### src/rtl/hanoi_pkg.sv
// hanoi_pkg: shared state encoding, index types and final-position helper for the Hanoi solver
package hanoi_pkg;
  typedef enum logic [1:0] {IDLE, RUN, DONE} state_t;
  localparam int N_DEF = 16;
  localparam int M_DEF = 3;
  localparam int FR_W = 256;
  typedef logic [$clog2(N_DEF)-1:0] ring_idx_t;
  typedef logic [$clog2(M_DEF)-1:0] stick_t;
  function automatic logic [FR_W-1:0] final_rings(input int n, input int m);
    int lw;
    lw = $clog2(m);
    final_rings = '0;
    for (int i = 0; i < n * lw; i++)
      if ((((m - 1) >> (i % lw)) & 1) != 0) final_rings[i] = 1'b1;
  endfunction
endpackage

### src/rtl/hanoi_next_move.sv
// hanoi_next_move: combinational (ctr, rings) -> next optimal move (ring, destination stick)
module hanoi_next_move #(
  parameter int N = 16,
  parameter int M = 3,
  localparam int IW = $clog2(N),
  localparam int LW = $clog2(M)
) (
  input  logic [N-1:0]    ctr,
  input  logic [N*LW-1:0] rings,
  output logic [IW-1:0]   ind,
  output logic [LW-1:0]   loc
);
  logic [LW-1:0] old;
  logic left;
  // ring = trailing zeros of ctr; direction alternates with ring parity relative to N
  always_comb begin
    ind = '0;
    for (int i = N - 1; i >= 0; i--) if (ctr[i]) ind = IW'(i);
    old = rings[ind*LW +: LW];
    left = ((N % 2) == 1) ^ ind[0];
    loc = left ? ((old == '0) ? LW'(M - 1) : old - 1'b1)
               : ((old == LW'(M - 1)) ? '0 : old + 1'b1);
  end
endmodule

### src/rtl/hanoi_solver.sv
// hanoi_solver: iterative Tower of Hanoi move generator with valid/ready handshake (optional checks: HANOI_SOLVER_CHECK_EN)
module hanoi_solver
  import hanoi_pkg::*;
#(
  parameter int N = 16,
  parameter int M = 3,
  localparam int IW = $clog2(N),
  localparam int LW = $clog2(M)
) (
  input  logic            clk,
  input  logic            rst,
  input  logic            start,
  output logic            mv_valid,
  input  logic            mv_ready,
  output logic [IW-1:0]   mv_ind,
  output logic [LW-1:0]   mv_loc,
  output logic [N*LW-1:0] rings,
  output logic [N-1:0]    move_cnt,
  output logic            busy,
  output logic            done
);
  state_t state_q, state_d;
  logic [N-1:0] ctr_q, ctr_d, cnt_q, cnt_d;
  logic [N*LW-1:0] rings_q, rings_d;
  logic acc;
  hanoi_next_move #(.N(N), .M(M)) u_next_move (
    .ctr(ctr_q), .rings(rings_q), .ind(mv_ind), .loc(mv_loc)
  );
  assign mv_valid = state_q == RUN;
  assign acc = mv_valid && mv_ready;
  assign rings = rings_q;
  assign move_cnt = cnt_q;
  assign busy = state_q == RUN;
  assign done = state_q == DONE;
  // start (re)initialises the puzzle; each accept applies one move; the all-ones accept finishes
  always_comb begin
    state_d = state_q;
    ctr_d = ctr_q;
    cnt_d = cnt_q;
    rings_d = rings_q;
    if (state_q != RUN && start) begin
      state_d = RUN;
      ctr_d = N'(1);
      cnt_d = '0;
      rings_d = '0;
    end else if (acc) begin
      rings_d[mv_ind*LW +: LW] = mv_loc;
      ctr_d = (&ctr_q) ? ctr_q : ctr_q + 1'b1;
      cnt_d = cnt_q + 1'b1;
      state_d = (&ctr_q) ? DONE : RUN;
    end
  end
  // state registers with synchronous reset
  always_ff @(posedge clk) begin
    if (rst) begin
      state_q <= IDLE;
      ctr_q <= N'(1);
      cnt_q <= '0;
      rings_q <= '0;
    end else begin
      state_q <= state_d;
      ctr_q <= ctr_d;
      cnt_q <= cnt_d;
      rings_q <= rings_d;
    end
  end
`ifdef HANOI_SOLVER_CHECK_EN
  localparam logic [FR_W-1:0] FINAL = final_rings(N, M);
  logic [LW-1:0] old;
  logic legal;
  // a move is legal when no smaller ring sits on the source or destination stick
  always_comb begin
    old = rings_q[mv_ind*LW +: LW];
    legal = 1'b1;
    for (int j = 0; j < N; j++)
      if (j < int'(mv_ind) && (rings_q[j*LW +: LW] == old || rings_q[j*LW +: LW] == mv_loc)) legal = 1'b0;
  end
  
  
  
  
  
  
`endif
endmodule
### config.mk
export PLATFORM = sky130hd
export DESIGN_NAME = hanoi_solver
export DESIGN_NICKNAME = d
export VERILOG_FILES = /design/src/rtl/hanoi_pkg.sv /design/src/rtl/hanoi_next_move.sv /design/src/rtl/hanoi_solver.sv
export SDC_FILE = /design/constraint.sdc
export NUM_CORES = 1
export LEC_CHECK = 0
export ABC_CLOCK_PERIOD_IN_PS = 7400
export CORE_ASPECT_RATIO = 2
export CORE_UTILIZATION = 58
export CTS_BUF_LIST = sky130_fd_sc_hd__clkbuf_8
export CTS_CLUSTER_SIZE = 28
export DETAILED_ROUTE_END_ITERATION = 8
export PLACE_DENSITY = 0.92
export RECOVER_POWER = 100
export SETUP_SLACK_MARGIN = 0.4
export SLEW_MARGIN = 10
export SYNTH_ARGS = -nofsm -noshare
export SYNTH_HDL_FRONTEND = slang
export SYNTH_SLANG_ARGS = --single-unit
### constraint.sdc
create_clock -name clk -period 7.4 [get_ports clk]
set_input_delay 1.48 -clock clk [delete_from_list [all_inputs] [get_ports clk]]
set_output_delay 1.48 -clock clk [all_outputs]
set_load 0.02 [all_outputs]
==> results.cfg, run 1 <==
[outcome]
run_status = finished, violations left
failed_checks = max-capacitance violations, max-slew violations

[floorplanning]
initial_utilization = 0.6108
die_y_um = 109.3
die_width_um = 55.66
die_area_um2 = 6084
std_cell_rows = 38
core_region_area_um2 = 5468
io_pins = 61

[clock_network]
h-tree-depth = 3
tritoncts.num_buffers = 9
post_cts.resized_instances = 0
clk_pin_slew_ps = 70
post_cts_buffers = 0
cts_tree = yes
tritoncts_num_sinks = 66
root_buffer = sky130_fd_sc_hd__clkbuf_8
cts-hold-fix-buffers = 0
clock_insertion_delay_worst_skew_ps = 360
clock_path_buffers = 2

[drt]
ant_nets = 0
dr.first_iter.drc_count = 152
drt_pass1_iterations = 4
routedWlPerCell_um = 16.54
detail_route.wirelength_mm = 8.699
vias_per_cell = 6.034
remaining_drc_errors = 0
vias = 3174

[final_layout]
seq_area_um2 = 1321
final_common_cell = sky130_fd_sc_hd__dfxtp_1
postLayoutCoreUtil = 0.7570
nFillCells = 402
nNetsFinal = 470
multi_input_comb_area_um2 = 1886
drive_gt1_frac = 0.06223
final_cell_mix = sky130_fd_sc_hd__dfxtp_1, sky130_fd_sc_hd__dlygate4sd3_1, sky130_fd_sc_hd__nand2_1
antenna-diode-count = 0
area_growth_syn_to_layout_pct = 23.94

[timing]
max_freq_ghz = 0.1587
setup_viol_count_final = 0
pins_over_slew_limit = 77
hold_violations = 0
min_period_ps = 6301
worst-slew-pin-transition_ps = 2408
unrepaired_setup_endpoints_after_global_routing = no
setup-tns-final_ps = 0
finClkSkew_ps = 11.50
final_min_period_over_clock_period = 0.8515
whs_ps = 469.5
maxSlewHeadroom = -0.6051

[power_and_ir_drop]
p_leak_uw = 0.001741
vdd.ir_drop.worst_v = 0.0002597
pwr_density_cell_nw_per_um2 = 170.7

[grt]
grt_pass1_vias = 3113
gr-usage-all-layers = 0.3024
global_route_wire_length_before_repair_mm = 14.21
grt_antenna_before_repair = 0
gr-total-overflow = 0
grt_start_max_net_pins = 57

[synthesis]
synth.distinct_cells = 52
syn_area_per_cell_um2 = 8.266
number_of_synthesis_warnings = 0
synth_nets = 412
area_of_the_mapped_netlist_um2 = 3339
synthesis.instances = 404
ys_ff_latch = 66
synth_sequential_area_ratio = 0.3957

[setup_path]
critPathMaxFanout = 19
critical_path.endpoint_type = output pin
worst_path_max_delay_cell = sky130_fd_sc_hd__a31oi_1
worst-endpoint-arrival_ps = 4820
setup.worst_path.start_class = flip-flop
worst-endpoint-required_ps = 5920
max_stage_delay_ps = 1440
critical_path_class = flip-flop to output pin
critical_path.most_common_cell = sky130_fd_sc_hd__mux2i_1
critical_path_cell_list = inv_1 > a21oi_1 > o311ai_0 > a31oi_1 > mux2i_1 > mux2i_1 > a211o_1 > xnor2_2 > o21ai_1 > clkdlybuf4s50_1

[placed_design]
detailed_place_hpwl_mm = 6.463
placement.io_buffers = 60
gpl.final_weighted_congestion = 0.9509

[worst_hold_path]
hp-class = flip-flop to flip-flop

[run]
number_of_violations_of_the_max_capacitance_limit = 2
flip-flops by register name, summed over array words and instances (netlist names):
name      count
rings        32
ctr_q        16
move_cnt     16
state_q       2
routing by layer:
layer	GRT usage	wire (µm)	up-vias
li1	-	-	1534
met1	0.2850	3009	1492
met2	0.5585	4788	99
met3	0.06824	331	49
met4	0.2286	569	0
met5	0	0	-
per-stage QoR:
step	worst slack (ps)	std cells	power (µW)	instance area, µm²
CTS	1788	526	711.8	4149
floorplan	3119	404	389.0	3339
detailed placement	2214	511	400.1	3949
finish	1099	526	706.6	4139
global route	829.0	526	726.6	4139
global placement	2394	511	398.9	3949
logic make-up after synthesis:
| logic type | count (synthesis) | synth area share |
|---|---|---|
| and+or+nand+nor | 193 | 0.2863 |
| buffers and inverters | 26 | 0.03784 |
| AOI/OAI and AO/OA | 66 | 0.1225 |
| xor gates and xnor gates | 26 | 0.07044 |
| muxes | 23 | 0.07231 |
| adders and majority gates | 4 | 0.01499 |
| DFF | 66 | 0.3957 |
synth_stat cells (all sizes together):
cell,number,area share
and3,8,0.015
o22ai,2,0.0037
xnor2,10,0.028
a2111oi,3,0.0097
nor3b,1,0.0022
a211o,2,0.0052
a21oi,25,0.037
mux2i,17,0.051
a31oi,1,0.0037
a211oi,1,0.0022
nor2,44,0.050
inv,10,0.011
nor3,6,0.012
nand3b,1,0.0022
ha,4,0.015
a21o,1,0.0022
xor2,16,0.042
nor4,3,0.0056
or4,1,0.0034
and4,4,0.010
o211ai,1,0.0022
o311ai,1,0.0026
or3,24,0.045
or2,3,0.0056
and2,4,0.0075
nor2b,1,0.0019
nand4,6,0.011
nand3,28,0.042
mux2,6,0.021
o31a,1,0.0026
nand2b,4,0.0075
buf,8,0.018
nand2,55,0.064
dfxtp,66,0.40
a22oi,1,0.0022
clkbuf,8,0.0090
o31ai,9,0.020
o21ai,18,0.028
path summary, 6_finish.rpt:
path	from	endpoint	slack [ps]	cells after the start
hold / removal	rings[17]	rings[17]	470	2
setup / recovery	ctr_q[10]	mv_loc[1]	1100	10
hold reg to reg	rings[17]	rings[17]	470	2
setup reg to reg	ctr_q[10]	rings[30]	3270	9
worst max-delay path, delay by kind of cell (launching register included):
family                    cells  cell delay, ps
AOI/OAI and AO/OA             5            2340
xor gates and xnor gates      1             550
buffers and inverters         2             690
DFF                           1             410
muxes                         2             460
where the power goes:
group	total [µW]	internal [µW]	switching [µW]
Clock	315	184	132
Sequential	359	357	2.61
Combinational	31.9	10.7	21.1
Total	707	551	156
final cells by class:
| class | instances | area share |
|---|---|---|
| multi-input cells | 312 | 0.4556 |
| flip-flops and latches | 66 | 0.3192 |
| repair buffers | 63 | 0.1496 |
| clock buffers | 9 | 0.02993 |
| clock inverters | 6 | 0.01844 |
| well taps | 60 | 0.01814 |
| inverters | 10 | 0.009069 |
(Power assumes the default switching activity.)
==> inputs of run 2 (changes only) <==
--- a/config.mk
+++ b/config.mk
@@ -14,7 +14,7 @@
 export PLACE_DENSITY = 0.92
 export RECOVER_POWER = 100
 export SETUP_SLACK_MARGIN = 0.4
-export SLEW_MARGIN = 10
+export SLEW_MARGIN = 20
 export SYNTH_ARGS = -nofsm -noshare
 export SYNTH_HDL_FRONTEND = slang
 export SYNTH_SLANG_ARGS = --single-unit
==> results of run 2 <==
Final layout, timing and power as in run 1 (identical DEF).
==> inputs of run 3 (changes only) <==
--- a/config.mk
+++ b/config.mk
@@ -7,6 +7,7 @@
 export LEC_CHECK = 0
 export ABC_CLOCK_PERIOD_IN_PS = 7400
 export CORE_ASPECT_RATIO = 2
+export CORE_MARGIN = 3
 export CORE_UTILIZATION = 58
 export CTS_BUF_LIST = sky130_fd_sc_hd__clkbuf_8
 export CTS_CLUSTER_SIZE = 28
==> results.cfg, run 3 (synthesis gave the netlist of run 1 again) <==
[drt]
routedWlPerCell_um = 16.96
met2RoutedLength_mm = 4.933
vias_per_cell = 6.192
remaining_drc_errors = 0
drt_pass1_iterations = 4
wl_met1_mm = 3.085
vias = 3263
detail_route.wirelength_mm = 8.938
dr.max_layer_used = met4
ant_nets = 0
dr.first_iter.drc_count = 246
met3RoutedLength_um = 393

[setup_path]
critical_path.endpoint_type = output pin
critPathMaxFanout = 19
worst-endpoint-arrival_ps = 4800
setup.worst_path.start_class = flip-flop
worst-endpoint-required_ps = 5920
critical_path_class = flip-flop to output pin

[clock_network]
clock_path_buffers = 2
tritoncts_num_sinks = 66
root_buffer = sky130_fd_sc_hd__clkbuf_8
cts_tree = yes
cts-hold-fix-buffers = 0
tritoncts.num_buffers = 9
clock_insertion_delay_worst_skew_ps = 360
clk_pin_slew_ps = 70
post_cts.resized_instances = 0
post_cts_buffers = 0
h-tree-depth = 3

[final_layout]
seq_area_um2 = 1321
multi_input_comb_area_um2 = 1886
final_common_cell = sky130_fd_sc_hd__dfxtp_1
largest_register_ff_count = 32
area_growth_syn_to_layout_pct = 23.87
nNetsFinal = 470
final_cell_mix = sky130_fd_sc_hd__dfxtp_1, sky130_fd_sc_hd__dlygate4sd3_1, sky130_fd_sc_hd__nand2_1
antenna-diode-count = 0
drive_gt1_frac = 0.06424
nFillCells = 401

[timing]
min_period_ps = 6281
max_freq_ghz = 0.1592
maxSlewHeadroom = -0.1853
setup_viol_count_final = 0
finClkSkew_ps = 6.711
pins_over_slew_limit = 59
final_min_period_over_clock_period = 0.8487
whs_ps = 470.4
hold_violations = 0
unrepaired_setup_endpoints_after_global_routing = no
setup-tns-final_ps = 0
worst-slew-pin-transition_ps = 1770

[run]
number_of_violations_of_the_max_capacitance_limit = 2

[grt]
global_route_wire_length_before_repair_mm = 14.60
grt_start_max_net_pins = 39
grt_pass1_vias = 3210
grt_antenna_before_repair = 0
gr-usage-all-layers = 0.2839
gr-total-overflow = 0

[floorplanning]
io_pins = 61
die_y_um = 113.3
initial_utilization = 0.6055
die_area_um2 = 6760
std_cell_rows = 38
core_region_area_um2 = 5515
die_width_um = 59.66

[power_and_ir_drop]
pwr_density_cell_nw_per_um2 = 168.2
vdd.ir_drop.worst_v = 0.0001740
p_leak_uw = 0.001740

[worst_hold_path]
hp-class = flip-flop to flip-flop

[outcome]
run_status = finished, violations left
failed_checks = max-capacitance violations, max-slew violations

[placed_design]
gpl.final_weighted_congestion = 0.9374
placement.io_buffers = 60
detailed_place_hpwl_mm = 6.546
==> run 3: cell count changes in the layout (fill, tap and decap cells not counted), sizes merged <==
cell | previous run | this run
clkbuf | 10 | 12
bufinv | 2 | 1
==> run 3: path summary, 6_finish.rpt <==
check,from,depth (start not counted),slack (ps),end
setup / recovery,ctr_q[10],10,1120,mv_loc[1]
hold / removal,rings[17],2,470,rings[17]
setup reg to reg,ctr_q[10],9,3250,rings[22]
hold reg to reg,rings[17],2,470,rings[17]
==> run 3: layer usage <==
metal / global-route usage / vias up
met1: 0.2683 / 1530
met2: 0.5123 / 136
li1: - / 1548
met4: 0.1864 / 0
met5: 0 / -
met3: 0.06164 / 49
==> run 3: per-stage QoR <==
stage	total power [µW]	cells	setup WS, ps	instance area, µm²	util
final	695.9	527	1119	4136	0.7500
after global routing	714.1	527	768.8	4136	0.7500
after CTS	699.4	527	1739	4146	0.7518
after detailed placement	400.0	511	2175	3949	0.7160
after global placement	399.0	511	2287	3949	0.7160
after floorplan	389.0	404	3119	3339	-
==> run 3: area by class of cell <==
cell class	instances	area share
Clock buffer	11	0.03660
Clock inverter	5	0.01119
Inverter	10	0.009074
Multi-Input combinational cell	312	0.4558
Sequential cell	66	0.3194
Tap cell	60	0.01815
Timing Repair Buffer	63	0.1497
==> run 3: power breakdown <==
| part | switching [µW] | leakage [µW] | internal, µW | total [µW] |
|---|---|---|---|---|
| Sequential | 2.48 | 0.000532 | 357 | 359 |
| Combinational | 21.9 | 0.00109 | 10.8 | 32.7 |
| Clock | 134 | 0.000113 | 170 | 304 |
==> run 3: worst max-delay path: stages (launching register included) <==
cell	delay (ps)
sky130_fd_sc_hd__dfxtp_1	420
sky130_fd_sc_hd__inv_1	80
sky130_fd_sc_hd__a21oi_1	120
sky130_fd_sc_hd__o311ai_0	150
sky130_fd_sc_hd__a31oi_1	1390
sky130_fd_sc_hd__mux2_2	380
sky130_fd_sc_hd__o22ai_1	80
sky130_fd_sc_hd__a211o_1	500
sky130_fd_sc_hd__xnor2_2	530
sky130_fd_sc_hd__o21ai_1	160
sky130_fd_sc_hd__clkdlybuf4s50_1	630
